**config.mk**
```make
export PLATFORM = sky130hd
export DESIGN_NAME = bus_cycle_sequencer
export DESIGN_NICKNAME = d
export VERILOG_FILES = /design/src/rtl/bus_cycle_sequencer.sv
export SDC_FILE = /design/constraint.sdc
export NUM_CORES = 1
export LEC_CHECK = 0
export CAP_MARGIN = 20
export CORE_ASPECT_RATIO = 2
export CORE_MARGIN = 10
export CORE_UTILIZATION = 47
export DETAILED_ROUTE_END_ITERATION = 16
export GPL_TIMING_DRIVEN = 1
export PLACE_DENSITY = 0.79
export SLEW_MARGIN = 20
export SYNTH_ARGS = -nofsm -noshare
export SYNTH_HDL_FRONTEND = slang
export SYNTH_SLANG_ARGS = --single-unit
```
**constraint.sdc**
```tcl
create_clock -name clk -period 2.8 [get_ports clk]
set_clock_uncertainty 0.15 [all_clocks]
set_input_delay 0.42 -clock clk [delete_from_list [all_inputs] [get_ports clk]]
set_output_delay 0.42 -clock clk [all_outputs]
set_load 0.01 [all_outputs]
```
**src/rtl/bus_cycle_sequencer.sv**
```systemverilog
// 65C02 bus cycle sequencer: CPU/peripheral clock enables, phi2, external wait-state stretch and debug halt/step.
// Optional cycle counter enabled by defining CYCLE_COUNT_EN.
module bus_cycle_sequencer #(
  parameter int unsigned CLKEN_BITS  = 4,
  parameter int unsigned EXT_WAIT    = 4,
  parameter int unsigned MAX_STRETCH = 64
) (
  input  logic        clk,
  input  logic        resb,
  input  logic        ext_sel,
  input  logic        ext_rdy,
  input  logic        halt_req,
  input  logic        step,
  output logic        cpu_clken,
  output logic        per_clken,
  output logic        phi2,
  output logic        halted,
  output logic        bus_timeout,
  output logic [31:0] cycle_cnt
);

  localparam int unsigned N  = 2 ** CLKEN_BITS;
  localparam int unsigned H  = N / 2;
  localparam int unsigned CW = CLKEN_BITS;
  localparam int unsigned WW = 8;

  typedef enum logic [4:0] {
    S_LO      = 5'b00001,
    S_HI      = 5'b00010,
    S_STRETCH = 5'b00100,
    S_EDGE    = 5'b01000,
    S_HALT    = 5'b10000
  } state_t;

  state_t        state_q, state_d;
  logic [CW-1:0] ctr_q, ctr_d;
  logic [WW-1:0] wcnt_q, wcnt_d;
  logic [WW:0]   wcnt_inc;
  logic          ext_cycle_q, ext_cycle_d;
  logic          timeout_d;
  logic          rdy_meta, ext_rdy_s;

  assign wcnt_inc = (WW+1)'(wcnt_q) + (WW+1)'(1);

  // Two-flop synchroniser for the asynchronous external ready
  always_ff @(posedge clk or negedge resb) begin
    if (!resb) begin
      rdy_meta  <= 1'b0;
      ext_rdy_s <= 1'b0;
    end else begin
      rdy_meta  <= ext_rdy;
      ext_rdy_s <= rdy_meta;
    end
  end

  // State register; outputs are flopped from the next state so they never glitch
  always_ff @(posedge clk or negedge resb) begin
    if (!resb) begin
      state_q     <= S_LO;
      ctr_q       <= '0;
      wcnt_q      <= '0;
      ext_cycle_q <= 1'b0;
      bus_timeout <= 1'b0;
      phi2        <= 1'b0;
      cpu_clken   <= 1'b0;
      per_clken   <= 1'b0;
      halted      <= 1'b0;
    end else begin
      state_q     <= state_d;
      ctr_q       <= ctr_d;
      wcnt_q      <= wcnt_d;
      ext_cycle_q <= ext_cycle_d;
      bus_timeout <= timeout_d;
      phi2        <= (state_d == S_HI) || (state_d == S_STRETCH) || (state_d == S_EDGE);
      cpu_clken   <= (state_d == S_EDGE);
      per_clken   <= cpu_clken;
      halted      <= (state_d == S_HALT);
    end
  end

  // Next-state logic
  always_comb begin
    state_d     = state_q;
    ctr_d       = ctr_q;
    wcnt_d      = wcnt_q;
    ext_cycle_d = ext_cycle_q;
    timeout_d   = bus_timeout;
    unique case (state_q)
      S_LO: begin
        ctr_d = ctr_q + CW'(1);
        if (ctr_q == CW'(H - 1)) begin
          state_d     = S_HI;
          ext_cycle_d = ext_sel;
        end
      end
      S_HI: begin
        ctr_d = ctr_q + CW'(1);
        if (ctr_q == CW'(N - 2)) begin
          if (ext_cycle_q && ((EXT_WAIT != 0) || !ext_rdy_s)) begin
            state_d = S_STRETCH;
            wcnt_d  = '0;
          end else begin
            state_d = S_EDGE;
          end
        end
      end
      S_STRETCH: begin
        wcnt_d = wcnt_inc[WW-1:0];
        if (wcnt_inc == (WW+1)'(MAX_STRETCH)) begin
          state_d   = S_EDGE;
          timeout_d = 1'b1;
        end else if ((wcnt_inc >= (WW+1)'(EXT_WAIT)) && ext_rdy_s) begin
          state_d = S_EDGE;
        end
      end
      S_EDGE: begin
        ctr_d   = '0;
        state_d = (halt_req && !step) ? S_HALT : S_LO;
      end
      S_HALT: begin
        ctr_d = '0;
        if (step || !halt_req) state_d = S_LO;
      end
      default: begin
        state_d = S_LO;
        ctr_d   = '0;
      end
    endcase
  end

`ifdef CYCLE_COUNT_EN
  logic [31:0] cnt_q;

  // Completed CPU cycles, wrapping
  always_ff @(posedge clk or negedge resb) begin
    if (!resb) cnt_q <= '0;
    else if (cpu_clken) cnt_q <= cnt_q + 32'd1;
  end

  assign cycle_cnt = cnt_q;
`else
  assign cycle_cnt = 32'h0;
`endif

endmodule
```
Word level (Yosys, flattened, before mapping)
Index checks and enable logic that the tools add are counted.

Mux-type cells: 12. Add/subtract/negate cells: 2. Magnitude comparators: 1. Equality and inequality tests: 14. Reductions and logical operators: 12.

Operators by type and width (count): $mux W5 (6); $pmux W5 S5 (1); $mux W8 (2); $pmux W8 S2 (1); $eq A5 B2 Y1 const B (2); $eq A5 B3 Y1 const B (2); $eq A5 B4 Y1 const B (2); $eq A5 B5 Y1 const B (2); $add A8 B1 Y9 const B (1); $eq A9 B7 Y1 const B (1); $ge A9 B3 Y1 const B (1); $pmux W4 S2 (1); $eq A5 B1 Y1 const B (1); $add A4 B1 Y4 const B (1); $eq A4 B3 Y1 const B (1); $eq A4 B4 Y1 const B (1); $mux W4 (1); $ne A2 B2 Y1 const B (2); $reduce_and A2 Y1 (2); $logic_or A1 B1 Y1 (3); $reduce_and A3 Y1 (1); $logic_and A1 B1 Y1 (2); $logic_not A1 Y1 (2); $reduce_bool A2 Y1 (1); $reduce_or A2 Y1 (1).

Word-level logic and storage cells: 52. Register bits after elaboration: 25.

Logic depth before layout (Yosys ltp)
Gate-level depths: netlist of the first run.

Depth after elaboration: 9. Gate-level depth with buffers: 7. Gate-level depth less buffers: 7.

Worst setup path after synthesis of the first run
OpenSTA, ideal clock, no wires.

Kind: reg-to-reg. From: register wcnt_q[0]. To: register cpu_clken. Library setup time: 0.129 ns. Arrival: 2.042 ns. Slack: 0.479 ns. Clock period less this slack: 2.321 ns. Data required time: 2.521 ns. Buffers on the path: 0. Cell stages (with the launch flop): 7. Path through: dfrtp_1 ha_1 and3_4 nand3_4 mux2_4 o41a_1 o41a_1.

Word-level cells in the longest chain between the ends: 7. Elaborated cells between the ends (all ways): 8. Classes of those cells: add/sub: 1; order compare: 1; eq/ne: 2; mux: 3; reduce/logical: 1.

Ends and longest elaborated chain: from (decl) (RTL line 37) `logic [WW-1:0] wcnt_q, wcnt_d;`; from (signal assigned) (RTL line 71) `wcnt_q <= wcnt_d;`; $add A8 B1 Y9 (*) (RTL line 43) `assign wcnt_inc = (WW+1)'(wcnt_q) + (WW+1)'(1);`; $ge A9 B3 Y1 (RTL line 112) `end else if ((wcnt_inc >= (WW+1)'(EXT_WAIT)) && ext_rdy_s) begin`; $logic_and A1 B1 Y1 (RTL line 112); $mux W5 (RTL line 112); $mux W5 (*) (RTL line 109) `if (wcnt_inc == (WW+1)'(MAX_STRETCH)) begin`; $pmux W5 S5 (*) (RTL line 88) `unique case (state_q)`; $eq A5 B4 Y1 (*) (RTL line 75) `cpu_clken <= (state_d == S_EDGE);`; to (signal assigned) (RTL line 75); to (decl) (RTL line 14) `output logic cpu_clken,`.

Every way passes the cells marked *; elsewhere a longest branch is shown, timed or not. A chain may end at the register's enable or synchronous reset.

Worst setup path after layout of the first run
Ends and elaborated chain as after synthesis.

==> summary.md, run 1 <==
| Metric | Value |
|---|---|
| Run status | complete, no violations |
| Nets | 180 |
| Post-layout min period | 2.53 ns |
| Setup_tns | 0 ns |
| FMAX | 395 MHz |
| Filler cells | 291 |
| Fraction of the cycle the final worst path needs | 90.4% |
| Number of design-rule violations left by the first detailed-router iteration | 24 |
| Inserted Clock Buffers | 3 |
| Clk root buf | sky130_fd_sc_hd__clkbuf_8 |
| Mapped Cells | 158 |
| Top cell type's share of synthesized area | 39.8% |
| Leading register cell type out of synthesis | sky130_fd_sc_hd__dfrtp_1 |
| Total wire length after detailed routing | 3110 µm |
| Routed length on met3 | 189 µm |
| FF+latch count, synth | 25 |
| Final Cell Area | 1570 µm² |
| DRC violation count after routing | 0 |
| Cell mode on critical path | sky130_fd_sc_hd__o41a_1 |
| Cell with the largest stage delay on the worst path | sky130_fd_sc_hd__o41a_1 |
| Final setup vio count | 0 |
| Number of placed I/O pins | 43 |
| Pin count of the biggest net entering global routing | 26 |
| Count of instances resized after the clock tree is built | 0 |
| Arrival time worst endpoint | 2.53 ns |
| Number of iterations in the first detailed-routing pass | 4 |
| Leakage power total | 0.725 nW |
| Async S/R FF share, synth | 100% |
| Final core occ | 50.4% |
| Die Height | 100 µm |
| Area of the die | 6020 µm² |
| TritonCTS clock tree | yes |
| Share of post-route cells with drive strength above 1 | 6.47% |
| Critical path launch point type | register |
| CTS Hold Buffers Added | 0 |
| CP cell instances | ha_1, a21boi_1, a21oi_1, o32a_1, o41a_1, o41a_1 |
| Final total power | 844 µW |
| Final Hold Fails | 0 |
| Clock H-tree levels | 1 |
| Bufs on Longest Clock Path | 2 |
| Setup repair after global routing missed its margin | false |
| Yosys Warn Count | 0 |
| Seq/Total Area, Yosys | 41.5% |
| Critical Path End Type | register |
| R2R Path Start | wcnt_q[0] |
| Area after DPL | 1530 µm² |
| Top routing layer in use | met4 |
| Post-CTS setup buffer count | 0 |
| Congestion Overflow GR | 0 |
| Pwr per Cell Area | 537 nW/µm² |
| Number of unique standard cell types used by synthesis | 39 |
| Maximum single-stage delay on the critical path | 0.46 ns |
| Average footprint of a synthesized cell | 9.56 µm² |
| Placement Rows | 29 |
| Cell type contributing the most total cell area after synthesis | sky130_fd_sc_hd__dfrtp_1 |
| Effective utilization at floorplan | 48.4% |
| Worst-skew pair later-pin latency | 0.27 ns |
| Sinks on Clock Net | 25 |
| Post-detailed-placement half-perimeter wirelength | 2440 µm |
| Clock transition time at the flip-flop clock pins of the worst setup and hold paths | 0.08 ns |
| Area of the mapped netlist | 1510 µm² |
| Via count of the first global-routing pass | 1197 |
| Via density per instance | 5.51 |
| Number of port buffers | 10 |
| Final GP Congestion | 0.823 |
| Commonest cells after routing, fill and taps aside | sky130_fd_sc_hd__conb_1 (32), sky130_fd_sc_hd__dfrtp_1 (24), sky130_fd_sc_hd__o21ai_0 (15) |
| Peak supply drop | 0.000372 V |
| Wirelength per Cell | 15.5 µm |
| Initial antenna violation count | 0 |
| Critical Setup Path Class | reg2reg |
| Launch point of the critical path | wcnt_q[0] |
| Routed vias | 1107 |
| Maximum fanout encountered on the critical timing path | 8 |
| Met2 wire len | 1600 µm |
| Number of inserted diodes | 0 |
| Top cells by area in the synthesized netlist | sky130_fd_sc_hd__dfrtp_1 (40%), sky130_fd_sc_hd__buf_4 (16%), sky130_fd_sc_hd__o21ai_0 (5.0%), sky130_fd_sc_hd__nand3_1 (3.0%), sky130_fd_sc_hd__nand2_1 (3.0%) |
| Required time of the worst setup path | 2.80 ns |
| Remaining number of nets flagged by the antenna check after routing | 0 |
| Final Max Tran Viols | 0 |
| Global-route wire length before repair | 5130 µm |
| Met1 routed wirelength after detailed routing | 1180 µm |
| Layout area overhead | 4.14% |
| Number of enable flip-flop cells after synthesis | 0 |
| GRT Overall Usage | 10.8% |
| Count of max-cap constraint violations | 0 |
| Hold Crit Class | reg2reg |
| X dimension of the die | 60.1 µm |
| Area inside the core boundary | 3120 µm² |
| Hold Path Origin | rdy_meta |
| Most common library cell in the layout ignoring fill and taps | sky130_fd_sc_hd__conb_1 |
-- report_power, final --
group / total (mW) / internal, mW / switching, mW
Combinational: 0.169 / 0.0711 / 0.0978
Clock: 0.212 / 0.102 / 0.110
Sequential: 0.463 / 0.412 / 0.0507
-- sequential cells by signal, summed over array words and instances (netlist names) --
register and count:
bus_timeout 1, cpu_clken 1, ctr_q 4, ext_cycle_q 1
ext_rdy_s 1, halted 1, per_clken 1, phi2 1
rdy_meta 1, state_q 5, wcnt_q 8
-- Yosys cell counts, drive strengths merged (3+ instances only) --
library cell and count:
nand2b 4, o21ai 17, dfrtp 24, ha 3
and3 5, buf 33, o31ai 5, nor4b 3
nand2 12, nor2 10, and2 3, o41a 3
nand3 10
-- final cells by class --
| type | instances | area (µm²) | share of cell area, % |
|---|---|---|---|
| Sequential cell | 25 | 627 | 39.9 |
| Inverter | 2 | 7.51 | 0.477 |
| Tap cell | 31 | 38.8 | 2.47 |
| Multi-Input combinational cell | 127 | 739 | 47.0 |
| Clock buffer | 4 | 45.0 | 2.86 |
| Timing Repair Buffer | 12 | 115 | 7.32 |
-- cell families after synthesis --
group	Yosys count	share of synthesized area, %
DFF	25	41.5
and+or+nand+nor	55	20.7
buffers and inverters	37	17.2
adders and majority gates	3	2.49
xor gates and xnor gates	4	2.32
other	1	0.248
muxes	3	2.40
AOI/OAI and AO/OA	30	13.1
-- worst max-delay path: cells and delay by family (launching register included) --
family	cells	cell delay [ns]
flops	1	0.44
compound gates	5	1.50
fa+ha+maj	1	0.32
-- final timing paths --
kind	endpoint	slack, ns	cells after the start
min in group asynchronous	wcnt_q[4]	0.35	2
min	ext_rdy_s	0.21	0
max	cpu_clken	0.27	6
max in group asynchronous	state_q[0]	1.85	2
max reg2reg	cpu_clken	0.27	6
min reg2reg	ext_rdy_s	0.21	0
-- metal layers --
layer	vias to the layer above	GRT usage, %
li1	518	-
met1	539	10.2
met2	39	18.6
met3	11	2.78
met4	0	8.51
met5	-	0
-- through the flow --
| stage | setup slack [ns] | hold WS (ns) | std cells |
|---|---|---|---|
| 2_1_floorplan | 0.479 | -0.0256 | 189 |
| 5_1_grt | 0.182 | 0.234 | 201 |
| 4_1_cts | 0.299 | 0.214 | 201 |
| 6_report | 0.268 | 0.210 | 201 |
| 3_5_place_dp | 0.315 | 0.194 | 197 |
| 3_3_place_gp | 0.402 | 0.188 | 197 |
Power figures use the tool's default switching activity.
==> inputs of run 2 (changes only) <==
CORE_UTILIZATION = 45   (was 47)
PLACE_DENSITY = 0.76   (was 0.79)
SLEW_MARGIN = 10   (was 20)
==> run 2 against run 1 <==
Compared with the run above: worst setup slack better by 0.026 ns; combinational power hardly changed; final cell count stayed put; maximum frequency is 1.0% higher; critical path depth stayed put; global-route usage is 0.86 points lower; power is 0.24% lower; sequential share of layout area stayed put; critical endpoint unchanged; largest power group unchanged; highest routed layer unchanged.
==> summary.md, run 2 (same netlist as run 1, synthesis figures left out) <==
| Metric | Value |
|---|---|
| Run status | complete, no violations |
| Hold Crit Class | reg2reg |
| Critical path launch point type | register |
| Launch point of the critical path | wcnt_q[0] |
| GRT Overall Usage | 9.98% (-0.86 points) |
| Setup repair after global routing missed its margin | false |
| Filler cells | 317 (+8.9%) |
| Placement Rows | 29 (unchanged) |
| Number of inserted diodes | 0 (unchanged) |
| Count of instances resized after the clock tree is built | 0 (unchanged) |
| CTS Hold Buffers Added | 0 (unchanged) |
| Via density per instance | 5.39 (-2.1%) |
| Pin count of the biggest net entering global routing | 26 (unchanged) |
| Sinks on Clock Net | 25 (unchanged) |
| Count of max-cap constraint violations | 0 (unchanged) |
| End of the worst register-to-register path | cpu_clken |
| TritonCTS clock tree | yes |
| Most flop-heavy register | wcnt_q |
| Remaining number of nets flagged by the antenna check after routing | 0 (unchanged) |
| Final core occ | 49.3% (-1.1 points) |
| Maximum single-stage delay on the critical path | 0.46 ns (about the same) |
| Die Height | 102 µm (+1.8%) |
| Inserted Clock Buffers | 3 (unchanged) |
| Layout area overhead | 4.14% (unchanged) |
| Number of port buffers | 10 (unchanged) |
| Total wire length after detailed routing | 3120 µm (+0.35%) |
| Clock transition time at the flip-flop clock pins of the worst setup and hold paths | 0.08 ns (about the same) |
| Wirelength per Cell | 15.5 µm (+0.35%) |
| Critical Path End Type | register |
| Leakage power total | 0.725 nW (unchanged) |
| Post-layout min period | 2.51 ns (-0.0258 ns) |
| Clock H-tree levels | 1 (unchanged) |
| Congestion Overflow GR | 0 (unchanged) |
| Share of post-route cells with drive strength above 1 | 6.47% (unchanged) |
| Via count of the first global-routing pass | 1126 (-5.9%) |
| Critical Setup Path Class | reg2reg |
| Final GP Congestion | 0.831 (+0.89%) |
| R2R Path Start | wcnt_q[0] |
| Global-route wire length before repair | 4950 µm (-3.4%) |
| Routed vias | 1084 (-2.1%) |
| Worst reg2reg path depth | 6 (unchanged) |
| Cell mode on critical path | sky130_fd_sc_hd__o41a_1 |
| Number of placed I/O pins | 43 (unchanged) |
| Post-detailed-placement half-perimeter wirelength | 2530 µm (+3.8%) |
| Top Registers | wcnt_q x8, state_q x5, ctr_q x4 |
| Peak supply drop | 0.000266 V (-28%) |
| Worst-skew pair later-pin latency | 0.26 ns (about the same) |
| Setup_tns | 0 ns (unchanged) |
| Pwr per Cell Area | 535 nW/µm² (-0.24%) |
| Arrival time worst endpoint | 2.51 ns (-0.02 ns) |
| Final Max Tran Viols | 0 (unchanged) |
| Number of flip-flops under the largest register name | 8 (unchanged) |
| FF-to-FF setup slack | 0.29 ns (+0.03 ns) |
| FMAX | 399 MHz (+1.0%) |
| Area inside the core boundary | 3190 µm² (+2.3%) |
| Number of design-rule violations left by the first detailed-router iteration | 27 (+13%) |
| Initial antenna violation count | 0 (unchanged) |
| Clk root buf | sky130_fd_sc_hd__clkbuf_8 |
| Commonest cells after routing, fill and taps aside | sky130_fd_sc_hd__conb_1 (32), sky130_fd_sc_hd__dfrtp_1 (24), sky130_fd_sc_hd__o21ai_0 (15) |
| Area of the die | 6210 µm² (+3.3%) |
| Final setup vio count | 0 (unchanged) |
| Bufs on Longest Clock Path | 2 (unchanged) |
| Worst setup path end | cpu_clken |
| Required time of the worst setup path | 2.80 ns (about the same) |
| Maximum fanout encountered on the critical timing path | 8 (unchanged) |
| Cell with the largest stage delay on the worst path | sky130_fd_sc_hd__o41a_1 |
| CP cell instances | ha_1, a21boi_1, a21oi_1, o32a_1, o41a_1, o41a_1 |
| Post-CTS setup buffer count | 0 (unchanged) |
| Effective utilization at floorplan | 47.3% (-1.1 points) |
| X dimension of the die | 61.0 µm (+1.5%) |
| Fraction of the cycle the final worst path needs | 89.5% (-0.92 points) |
| DRC violation count after routing | 0 (unchanged) |
| Number of iterations in the first detailed-routing pass | 4 (unchanged) |
| Most common library cell in the layout ignoring fill and taps | sky130_fd_sc_hd__conb_1 |
| Final Hold Fails | 0 (unchanged) |
| Nets | 180 (unchanged) |
==> run 2: per-stage QoR <==
| stage | area (µm²) | std cells | hold slack, ns | power, mW | setup slack (ns) |
|---|---|---|---|---|---|
| 3_3_place_gp | 1530 | 197 | 0.183 | 0.627 | 0.402 |
| 5_1_grt | 1570 | 201 | 0.214 | 0.900 | 0.148 |
| 3_5_place_dp | 1530 | 197 | 0.185 | 0.640 | 0.302 |
| 4_1_cts | 1570 | 201 | 0.204 | 0.851 | 0.281 |
| 6_report | 1570 | 201 | 0.204 | 0.842 | 0.294 |
| 2_1_floorplan | 1630 | 189 | -0.0256 | 0.614 | 0.479 |
==> run 2: final cells by class <==
| type | instances | area (µm²) | area share, % |
|---|---|---|---|
| clock buffer | 4 | 45.0 | 2.86 |
| inverter | 2 | 7.51 | 0.477 |
| tap | 31 | 38.8 | 2.47 |
| multi-input combinational | 127 | 739 | 47.0 |
| sequential | 25 | 627 | 39.9 |
| timing repair buffer | 12 | 115 | 7.32 |
==> run 2: metal layers <==
metal	vias up	GRT usage (%)	share of wire, %
met3	6	1.37	5.7
met1	526	9.45	34
met2	41	19.5	58
met4	0	4.41	1.9
met5	-	0	0
li1	511	-	-
==> run 2: power breakdown <==
| group | total (mW) | switching (mW) | internal (mW) | leakage (nW) |
|---|---|---|---|---|
| clock network | 0.207 | 0.105 | 0.102 | 0.0228 |
| registers | 0.466 | 0.0538 | 0.412 | 0.334 |
| logic | 0.169 | 0.0983 | 0.0705 | 0.368 |
| total | 0.842 | 0.258 | 0.584 | 0.725 |
==> run 2: how the worst min path moves through the flow <==
| stage | start | endpoint | slack [ns] | depth (start not counted) |
|---|---|---|---|---|
| floorplan | resb | bus_timeout | -0.03 | 0 |
| global placement | rdy_meta | ext_rdy_s | 0.18 | 0 |
| detailed placement | rdy_meta | ext_rdy_s | 0.18 | 0 |
| CTS | rdy_meta | ext_rdy_s | 0.20 | 0 |
| global route | rdy_meta | ext_rdy_s | 0.21 | 0 |
| finish | rdy_meta | ext_rdy_s | 0.20 | 0 |
==> run 2: critical path: cells and delay by family (launching register included) <==
kind / cells / cell delay [ns]
AOI/OAI and AO/OA: 5 / 1.50
adders and majority gates: 1 / 0.32
DFF: 1 / 0.43
